### config.mk
export PLATFORM = sky130hd
export DESIGN_NAME = ctrl_sequencer_flat
export DESIGN_NICKNAME = d
export VERILOG_FILES = /design/src/rtl/ctrl_sequencer_if.sv /design/src/rtl/ctrl_sequencer.sv /design/src/flat_wrapper.sv
export SDC_FILE = /design/constraint.sdc
export NUM_CORES = 1
export LEC_CHECK = 0
export CAP_MARGIN = 20
export CORE_MARGIN = 3
export CORE_UTILIZATION = 35
export DETAILED_ROUTE_END_ITERATION = 10
export GPL_TIMING_DRIVEN = 1
export PLACE_DENSITY = 0.68
export SYNTH_ARGS = -nofsm -noshare
export SYNTH_HDL_FRONTEND = slang
export SYNTH_SLANG_ARGS = --single-unit
export TNS_END_PERCENT = 30
### constraint.sdc
create_clock -name clk -period 6 [get_ports clk]
set_clock_uncertainty 0.2 [all_clocks]
set_input_delay 0.9 -clock clk [delete_from_list [all_inputs] [get_ports clk]]
set_output_delay 0.9 -clock clk [all_outputs]
set_load 0.05 [all_outputs]
### src/rtl/ctrl_sequencer_if.sv
// Fetch/decode/execute control bundle between ctrl_sequencer and the CPU memory/datapath.
// Optional CTRL_SEQ_IRQ_EN adds the irq/irq_ack pair.
interface ctrl_sequencer_if #(
  parameter int unsigned INSTR_W = 16,
  parameter int unsigned OPC_W   = 4,
  parameter int unsigned FLAG_W  = 4,
  parameter int unsigned USTEP_W = 4
);
  logic [INSTR_W-1:0] instr;
  logic               mem_ready;
  logic [FLAG_W-1:0]  status;
  logic               stall;
  logic [2:0]         state;
  logic               fetch_req;
  logic [INSTR_W-1:0] ir_q;
  logic [OPC_W-1:0]   opcode_q;
  logic [USTEP_W-1:0] ustep;
  logic               branch_taken;
  logic               instr_done;
  logic               illegal_op;
`ifdef CTRL_SEQ_IRQ_EN
  logic               irq;
  logic               irq_ack;

  modport master (
    input  instr, mem_ready, status, stall, irq,
    output state, fetch_req, ir_q, opcode_q, ustep, branch_taken, instr_done, illegal_op, irq_ack
  );
  modport slave (
    output instr, mem_ready, status, stall, irq,
    input  state, fetch_req, ir_q, opcode_q, ustep, branch_taken, instr_done, illegal_op, irq_ack
  );
`else
  modport master (
    input  instr, mem_ready, status, stall,
    output state, fetch_req, ir_q, opcode_q, ustep, branch_taken, instr_done, illegal_op
  );
  modport slave (
    output instr, mem_ready, status, stall,
    input  state, fetch_req, ir_q, opcode_q, ustep, branch_taken, instr_done, illegal_op
  );
`endif
endinterface

### src/rtl/ctrl_sequencer.sv
// Registered fetch/decode/execute control sequencer with micro-step counter for the 16-bit CPU.
// Define CTRL_SEQ_IRQ_EN to enable interrupt entry at instruction boundaries.
module ctrl_sequencer #(
  parameter int unsigned INSTR_W = 16,
  parameter int unsigned OPC_W   = 4,
  parameter int unsigned FLAG_W  = 4,
  parameter int unsigned USTEP_W = 4
) (
  input logic              clk,
  input logic              rst_n,
  ctrl_sequencer_if.master bus
);

  typedef enum logic [2:0] {
    S_IDLE   = 3'd0,
    S_FETCH  = 3'd1,
    S_DECODE = 3'd2,
    S_EXEC   = 3'd3,
    S_IRQ    = 3'd4
  } state_e;

  state_e             state_q, state_d;
  logic [INSTR_W-1:0] ir_q;
  logic [OPC_W-1:0]   opcode_q;
  logic [USTEP_W-1:0] ustep_q, ustep_d;
  logic [2:0]         len_q, len_d;
  logic               branch_q, br_d;
  logic               opc_legal;
  logic               last_exec;
  logic               irq_take;
  logic               fetch_req, instr_done, illegal_op;
  logic               status_unused;

  assign status_unused = bus.status[0];
  assign opc_legal     = 32'(opcode_q) < 32'd16;
  assign last_exec     = (ustep_q == USTEP_W'(len_q - 3'd1));

`ifdef CTRL_SEQ_IRQ_EN
  logic irq_ack;
  assign irq_take    = bus.irq;
  assign bus.irq_ack = irq_ack;
`else
  assign irq_take = 1'b0;
`endif

  // Instruction length in EXEC cycles; conditional branches use flags seen during DECODE.
  always_comb begin
    br_d  = 1'b0;
    len_d = 3'd1;
    if (opc_legal) begin
      case (opcode_q[3:0])
        4'h0, 4'h1, 4'h5, 4'h6: len_d = 3'd1;
        4'h2, 4'h3, 4'h4:       len_d = 3'd3;
        4'h7, 4'h8, 4'h9, 4'hB: len_d = 3'd4;
        4'hA:                   len_d = 3'd6;
        4'hC:                   len_d = 3'd2;
        4'hD: begin br_d = bus.status[1]; len_d = bus.status[1] ? 3'd3 : 3'd1; end
        4'hE: begin br_d = bus.status[3]; len_d = bus.status[3] ? 3'd3 : 3'd1; end
        4'hF: begin br_d = bus.status[2]; len_d = bus.status[2] ? 3'd3 : 3'd1; end
        default: len_d = 3'd1;
      endcase
    end
  end

  always_ff @(posedge clk or negedge rst_n) begin
    if (!rst_n) begin
      state_q  <= S_IDLE;
      ustep_q  <= '0;
      ir_q     <= '0;
      opcode_q <= '0;
      len_q    <= '0;
      branch_q <= 1'b0;
    end else begin
      state_q <= state_d;
      ustep_q <= ustep_d;
      if (state_q == S_FETCH && bus.mem_ready) begin
        ir_q     <= bus.instr;
        opcode_q <= bus.instr[INSTR_W-1 -: OPC_W];
      end
      if (state_q == S_DECODE) begin
        len_q    <= len_d;
        branch_q <= br_d;
      end
    end
  end

  always_comb begin
    state_d = state_q;
    ustep_d = ustep_q;
    case (state_q)
      S_IDLE:  state_d = S_FETCH;
      S_FETCH: if (bus.mem_ready) state_d = S_DECODE;
      S_DECODE: begin
        state_d = S_EXEC;
        ustep_d = '0;
      end
      S_EXEC: begin
        if (!bus.stall) begin
          if (last_exec) begin
            ustep_d = '0;
            state_d = irq_take ? S_IRQ : S_FETCH;
          end else begin
            ustep_d = ustep_q + USTEP_W'(1);
          end
        end
      end
`ifdef CTRL_SEQ_IRQ_EN
      S_IRQ: begin
        if (!bus.stall) begin
          if (ustep_q == USTEP_W'(3)) begin
            ustep_d = '0;
            state_d = S_FETCH;
          end else begin
            ustep_d = ustep_q + USTEP_W'(1);
          end
        end
      end
`endif
      default: state_d = S_IDLE;
    endcase
  end

  always_comb begin
    fetch_req  = 1'b0;
    instr_done = 1'b0;
    illegal_op = 1'b0;
`ifdef CTRL_SEQ_IRQ_EN
    irq_ack    = 1'b0;
`endif
    case (state_q)
      S_FETCH:  fetch_req  = 1'b1;
      S_DECODE: illegal_op = !opc_legal;
      S_EXEC:   instr_done = !bus.stall && last_exec;
`ifdef CTRL_SEQ_IRQ_EN
      S_IRQ:    irq_ack    = !bus.stall && (ustep_q == USTEP_W'(3));
`endif
      default: ;
    endcase
  end

  assign bus.state        = state_q;
  assign bus.fetch_req    = fetch_req;
  assign bus.ir_q         = ir_q;
  assign bus.opcode_q     = opcode_q;
  assign bus.ustep        = ustep_q;
  assign bus.branch_taken = branch_q;
  assign bus.instr_done   = instr_done;
  assign bus.illegal_op   = illegal_op;

endmodule

### src/flat_wrapper.sv
// flat-port wrapper written by rule: the top's interface ports become plain ports
module ctrl_sequencer_flat 
#(
  parameter int unsigned INSTR_W = 16,
  parameter int unsigned OPC_W   = 4,
  parameter int unsigned FLAG_W  = 4,
  parameter int unsigned USTEP_W = 4
)
  (clk, rst_n, bus_instr, bus_mem_ready, bus_status, bus_stall, bus_state, bus_fetch_req, bus_ir_q, bus_opcode_q, bus_ustep, bus_branch_taken, bus_instr_done, bus_illegal_op);
  ctrl_sequencer_if #(.INSTR_W(INSTR_W), .OPC_W(OPC_W), .FLAG_W(FLAG_W), .USTEP_W(USTEP_W)) bus_i ();
  input logic clk;
  input logic rst_n;
  input wire logic [$bits(bus_i.instr)-1:0] bus_instr;
  input wire logic [$bits(bus_i.mem_ready)-1:0] bus_mem_ready;
  input wire logic [$bits(bus_i.status)-1:0] bus_status;
  input wire logic [$bits(bus_i.stall)-1:0] bus_stall;
  output wire logic [$bits(bus_i.state)-1:0] bus_state;
  output wire logic [$bits(bus_i.fetch_req)-1:0] bus_fetch_req;
  output wire logic [$bits(bus_i.ir_q)-1:0] bus_ir_q;
  output wire logic [$bits(bus_i.opcode_q)-1:0] bus_opcode_q;
  output wire logic [$bits(bus_i.ustep)-1:0] bus_ustep;
  output wire logic [$bits(bus_i.branch_taken)-1:0] bus_branch_taken;
  output wire logic [$bits(bus_i.instr_done)-1:0] bus_instr_done;
  output wire logic [$bits(bus_i.illegal_op)-1:0] bus_illegal_op;
  assign bus_i.instr = bus_instr;
  assign bus_i.mem_ready = bus_mem_ready;
  assign bus_i.status = bus_status;
  assign bus_i.stall = bus_stall;
  assign bus_state = bus_i.state;
  assign bus_fetch_req = bus_i.fetch_req;
  assign bus_ir_q = bus_i.ir_q;
  assign bus_opcode_q = bus_i.opcode_q;
  assign bus_ustep = bus_i.ustep;
  assign bus_branch_taken = bus_i.branch_taken;
  assign bus_instr_done = bus_i.instr_done;
  assign bus_illegal_op = bus_i.illegal_op;
  ctrl_sequencer #(.INSTR_W(INSTR_W), .OPC_W(OPC_W), .FLAG_W(FLAG_W), .USTEP_W(USTEP_W)) u_core (.clk(clk), .rst_n(rst_n), .bus(bus_i));
endmodule
# Word level (Yosys, flattened, before mapping)
# Cells that the tools add are included.
# Widths: inputs -> output; s select.
[op_classes]
n_reduce_logical = 11
mux = 14
add_sub_neg = 2
eq_ne = 22
[op_table]
columns = ["op", "n"]
rows = [
  ["$eq 4x4->1 const B", 8],
  ["$pmux 3 s8", 1],
  ["$eq 4x3->1 const B", 4],
  ["$pmux 3 s4", 1],
  ["$mux 3", 3],
  ["$eq 4x2->1 const B", 2],
  ["$mux 4", 2],
  ["$pmux 4 s2", 1],
  ["$reduce_or 4->1", 2],
  ["$eq 3x2->1 const B", 2],
  ["$mux 2", 3],
  ["$add 4x1->4 const B", 1],
  ["$eq 4x1->1 const B", 1],
  ["$eq 4x4->1", 1],
  ["$logic_not 4->1", 1],
  ["$ne 2x2->1 const B", 2],
  ["$sub 3x1->4 const B", 1],
  ["$eq 3x1->1 const B", 1],
  ["$logic_not 3->1", 1],
  ["$pmux 1 s3", 1],
  ["$reduce_and 3->1", 1],
  ["$reduce_or 3->1", 1],
  ["$logic_and 1x1->1", 2],
  ["$mux 1", 2],
  ["4 further kinds", 4],
]
[word_totals]
inputBits = 24
out_inout_bits = 31
wordCells = 55
ff_bits = 31

# Depth between registers and ports, before layout
[logic_depth]
word_depth = 5
ltp_mapped = 7
ltp_nobuf = 7

# Worst setup path before layout
# No wires, ideal clock.
[synth_path]
path_kind = "flip-flop to output port"
from = "register u_core.ustep_q[2] (netlist: u_core.bus.ustep[2])"
to = "output port bus_instr_done"
path_buffers = 0
path_slack_ns = 2.878
path_stages_with_launch = 5
arrival_time_ns = 2.022
required_ns = 4.900
cell_sequence = "dfrtp_1 xor2_1 or3_4 a21o_1 nor2_1"
[synth_between]
elab_chain_cells = 3
[synth_lines]
columns = ["element", "line_no", "rtl"]
rows = [
  ["from (decl)", "ctrl_sequencer.sv:25", "logic [USTEP_W-1:0] ustep_q, ustep_d;"],
  ["from (signal assigned)", "ctrl_sequencer.sv:75", "ustep_q <= ustep_d;"],
  ["$eq 4x4->1", "ctrl_sequencer.sv:36", "assign last_exec = (ustep_q == USTEP_W'(len_q - 3'd1));"],
  ["$logic_and 1x1->1", "ctrl_sequencer.sv:133", "S_EXEC: instr_done = !bus.stall && last_exec;"],
  ["$mux 1", "ctrl_sequencer.sv:130", "case (state_q)"],
  ["to (decl)", "flat_wrapper.sv:23", "output wire logic [$bits(bus_i.instr_done)-1:0] bus_instr_done;"],
]
# No other way between the ends.

# Worst setup path in the final report
[layout_path]
from = "register u_core.len_q[0]"
to = "output port bus_instr_done"
[layout_between]
elab_chain_cells = 4
[layout_lines]
columns = ["element", "line_no", "rtl"]
rows = [
  ["from (decl)", "ctrl_sequencer.sv:26", "logic [2:0] len_q, len_d;"],
  ["from (signal assigned)", "ctrl_sequencer.sv:81", "len_q <= len_d;"],
  ["$sub 3x1->4", "ctrl_sequencer.sv:36", ""],
  ["$eq 4x4->1", "ctrl_sequencer.sv:36", ""],
  ["$logic_and 1x1->1", "ctrl_sequencer.sv:133", ""],
  ["$mux 1", "ctrl_sequencer.sv:130", ""],
]
# No other way between the ends.

==> flow_summary.json <==
{
  "ys_seq_area_share_pct": 49.2,
  "dp_hpwl_mm": 2.29,
  "hp-start": "u_core.bus.ir_q[0]$_DFFE_PN0P_",
  "timing.rr.end": "u_core.bus.state[1]$_DFFE_PN0P_",
  "cts_setup_buffers": 0,
  "reg2regPathDepth": 7,
  "whs_ns": 0.314,
  "grt_pass1_vias": 1048,
  "wirelength_mm": 2.84,
  "drt_iter0_markers": 51,
  "rows": 21,
  "dpl_worst_slack_ns": 2.46,
  "rrSetupSlack_ns": 3.95,
  "drive_gt1_share_pct": 14.8,
  "synthFlopType": "dfrtp_1",
  "synthCells": 120,
  "setup_viol": 0,
  "worst_pin_slew_ns": 0.638,
  "timing.setup.tns_ns": 0,
  "grt_use_total_pct": 14.1,
  "fin_ws_ns": 2.33,
  "fmax_mhz": 272,
  "hold_viol": 0,
  "final_cell_area_mm2": 0.00192,
  "cap_violations": 0,
  "cts_root_buffer": "clkbuf_8",
  "clkSinkCount": 26,
  "grt.overflow.total": 0,
  "syn_to_final_growth_pct": 45.5,
  "coreArea_mm2": 0.00349,
  "cts_tree": "built",
  "die-area_mm2": 0.00455,
  "antenna_found_initial": 0,
  "min_path_type": "reg -> reg",
  "met2_usage_pct": 23.8,
  "place_area_mm2": 0.00187,
  "outcome": "finished clean",
  "grt_max_degree": 19,
  "drt-pass1-iter-count": 4,
  "ant_nets": 0,
  "clkTransAtPathRegs_ns": 0.09,
  "yosys_warnings": 0,
  "io_pins": 55,
  "nNetsFinal": 200,
  "period_share_pct": 61.2,
  "whs_endpoint": "u_core.bus.ir_q[0]$_DFFE_PN0P_",
  "path_max_fanout": 4,
  "post-route-drc-count": 0,
  "vias": 1050,
  "synth_edf_count": 0,
  "cts_max_path_buffers": 2,
  "vias_per_cell": 4.88,
  "ctsResizeCount": 0,
  "cp-start-kind": "flip-flop",
  "period_needed_ns": 3.67,
  "slew_violations": 0,
  "use_met1_pct": 15.6,
  "rsz0062_at_grt": "no",
  "avgSynthCellArea_um2": 11.0,
  "cts_max_level": 1,
  "met3_usage_pct": 5.99,
  "start_util_pct": 37.8,
  "worstSetupPathType": "reg -> out",
  "max_slew_margin_pct": 57.4,
  "place_congestion": 0.780,
  "syn_area_mm2": 0.00132,
  "min_path_cells": 1,
  "cts_buffers": 3,
  "n_antenna_cell": 0,
  "arrival_ns": 2.57,
  "async_flop_share_pct": 100,
  "final_common_cell": "clkdlybuf4s50_1",
  "ys_types": 29,
  "final_cell_mix": "51 x clkdlybuf4s50_1, 26 x dfrtp_1, 16 x mux2_2",
  "r2r_start": "u_core.len_q[0]$_DFFE_PN0P_",
  "gr-max-usage-layer": "met2",
  "die_x_um": 67.5,
  "die_height_um": 67.5,
  "grt_pass1_wl_mm": 4.80,
  "ctsHoldBuffers": 0,
  "routedWlPerCell_um": 13.2,
  "crit_required_ns": 4.90,
  "insertion_delay_ns": 0.27,
  "ys_ff_latch": 26,
  "io_buffer_count": 51,
  "crit_path_end_kind": "primary output"
}
worst max path at each step:
| stage | startpoint | end | slack [ns] |
|---|---|---|---|
| final | u_core.len_q[0]$_DFFE_PN0P_ | bus_instr_done | 2.33 |
| after global routing | u_core.len_q[0]$_DFFE_PN0P_ | bus_instr_done | 2.20 |
| after CTS | u_core.len_q[0]$_DFFE_PN0P_ | bus_instr_done | 2.31 |
| after detailed placement | bus_stall | bus_instr_done | 2.46 |
| after global placement | bus_stall | bus_instr_done | 2.48 |
| after floorplan | u_core.bus.ustep[2]$_DFFE_PN0P_ | bus_instr_done | 2.88 |
cell type report:
| class | count | area (um^2) |
|---|---|---|
| clock buffer | 4 | 55.1 |
| fill | 310 | 1570 |
| inverter | 8 | 30.0 |
| multi-input combinational | 79 | 593 |
| sequential | 26 | 651 |
| tap | 46 | 57.6 |
| timing repair buffer | 52 | 538 |
state kept, by name, indices dropped and copies added, names as in the netlist:
name	flops
u_core.bus.ir_q	13
u_core.bus.branch_taken	1
u_core.bus.state	2
u_core.bus.opcode_q	3
u_core.len_q	3
u_core.bus.ustep	4
cells by family (layout without fill, tap and decap cells):
kind of cell / after synthesis / count (layout) / share of synthesized area, %
AO/OA/AOI/OAI: 22 / 22 / 10.6
XOR/XNOR: 4 / 4 / 2.65
adder cells (fa/ha/maj): 6 / 6 / 5.68
buffers and inverters: 16 / 64 / 6.24
flip-flops: 26 / 26 / 49.2
multiplexers: 19 / 19 / 16.0
other: 1 / 2 / 0.284
AND/OR/NAND/NOR: 26 / 26 / 9.37
stage by stage:
step,util [%],std cells
after floorplan,-,121
after global placement,52.7,210
after detailed placement,53.5,211
after CTS,55.1,215
after global routing,55.1,215
final,55.1,215
critical path, cell delays in order (launching register included):
cell and delay (ns):
dfrtp_1 0.42, inv_1 0.08, ha_1 0.21, xor2_1 0.17, or3_4 0.35, a21o_1 0.18, nor2_1 0.09, clkdlybuf4s50_1 0.80
metal layers:
layer  wire, um  part of all wire [%]
met5          0                     0
met2       1460                    52
met1       1040                    37
met4         46                   1.6
met3        285                    10
cell usage after synthesis (all sizes together) (2+ instances only):
| library cell | instances | area (um^2) |
|---|---|---|
| nand3 | 2 | 10.0 |
| mux2 | 17 | 191 |
| nor3 | 2 | 10.0 |
| o21ai | 7 | 35.0 |
| a21oi | 6 | 33.8 |
| inv | 8 | 30.0 |
| buf | 6 | 45.0 |
| a31oi | 2 | 12.5 |
| a21o | 2 | 15.0 |
| dfrtp | 26 | 651 |
| ha | 6 | 75.1 |
| mux2i | 2 | 20.0 |
| clkbuf | 2 | 7.51 |
| xor2 | 4 | 35.0 |
| nand2b | 2 | 12.5 |
| nand2 | 13 | 48.8 |
| nor2 | 4 | 15.0 |
Power is left out: the tool's default activity adds up to more than one toggle a clock period on the data nets, which glitch-free logic cannot reach.
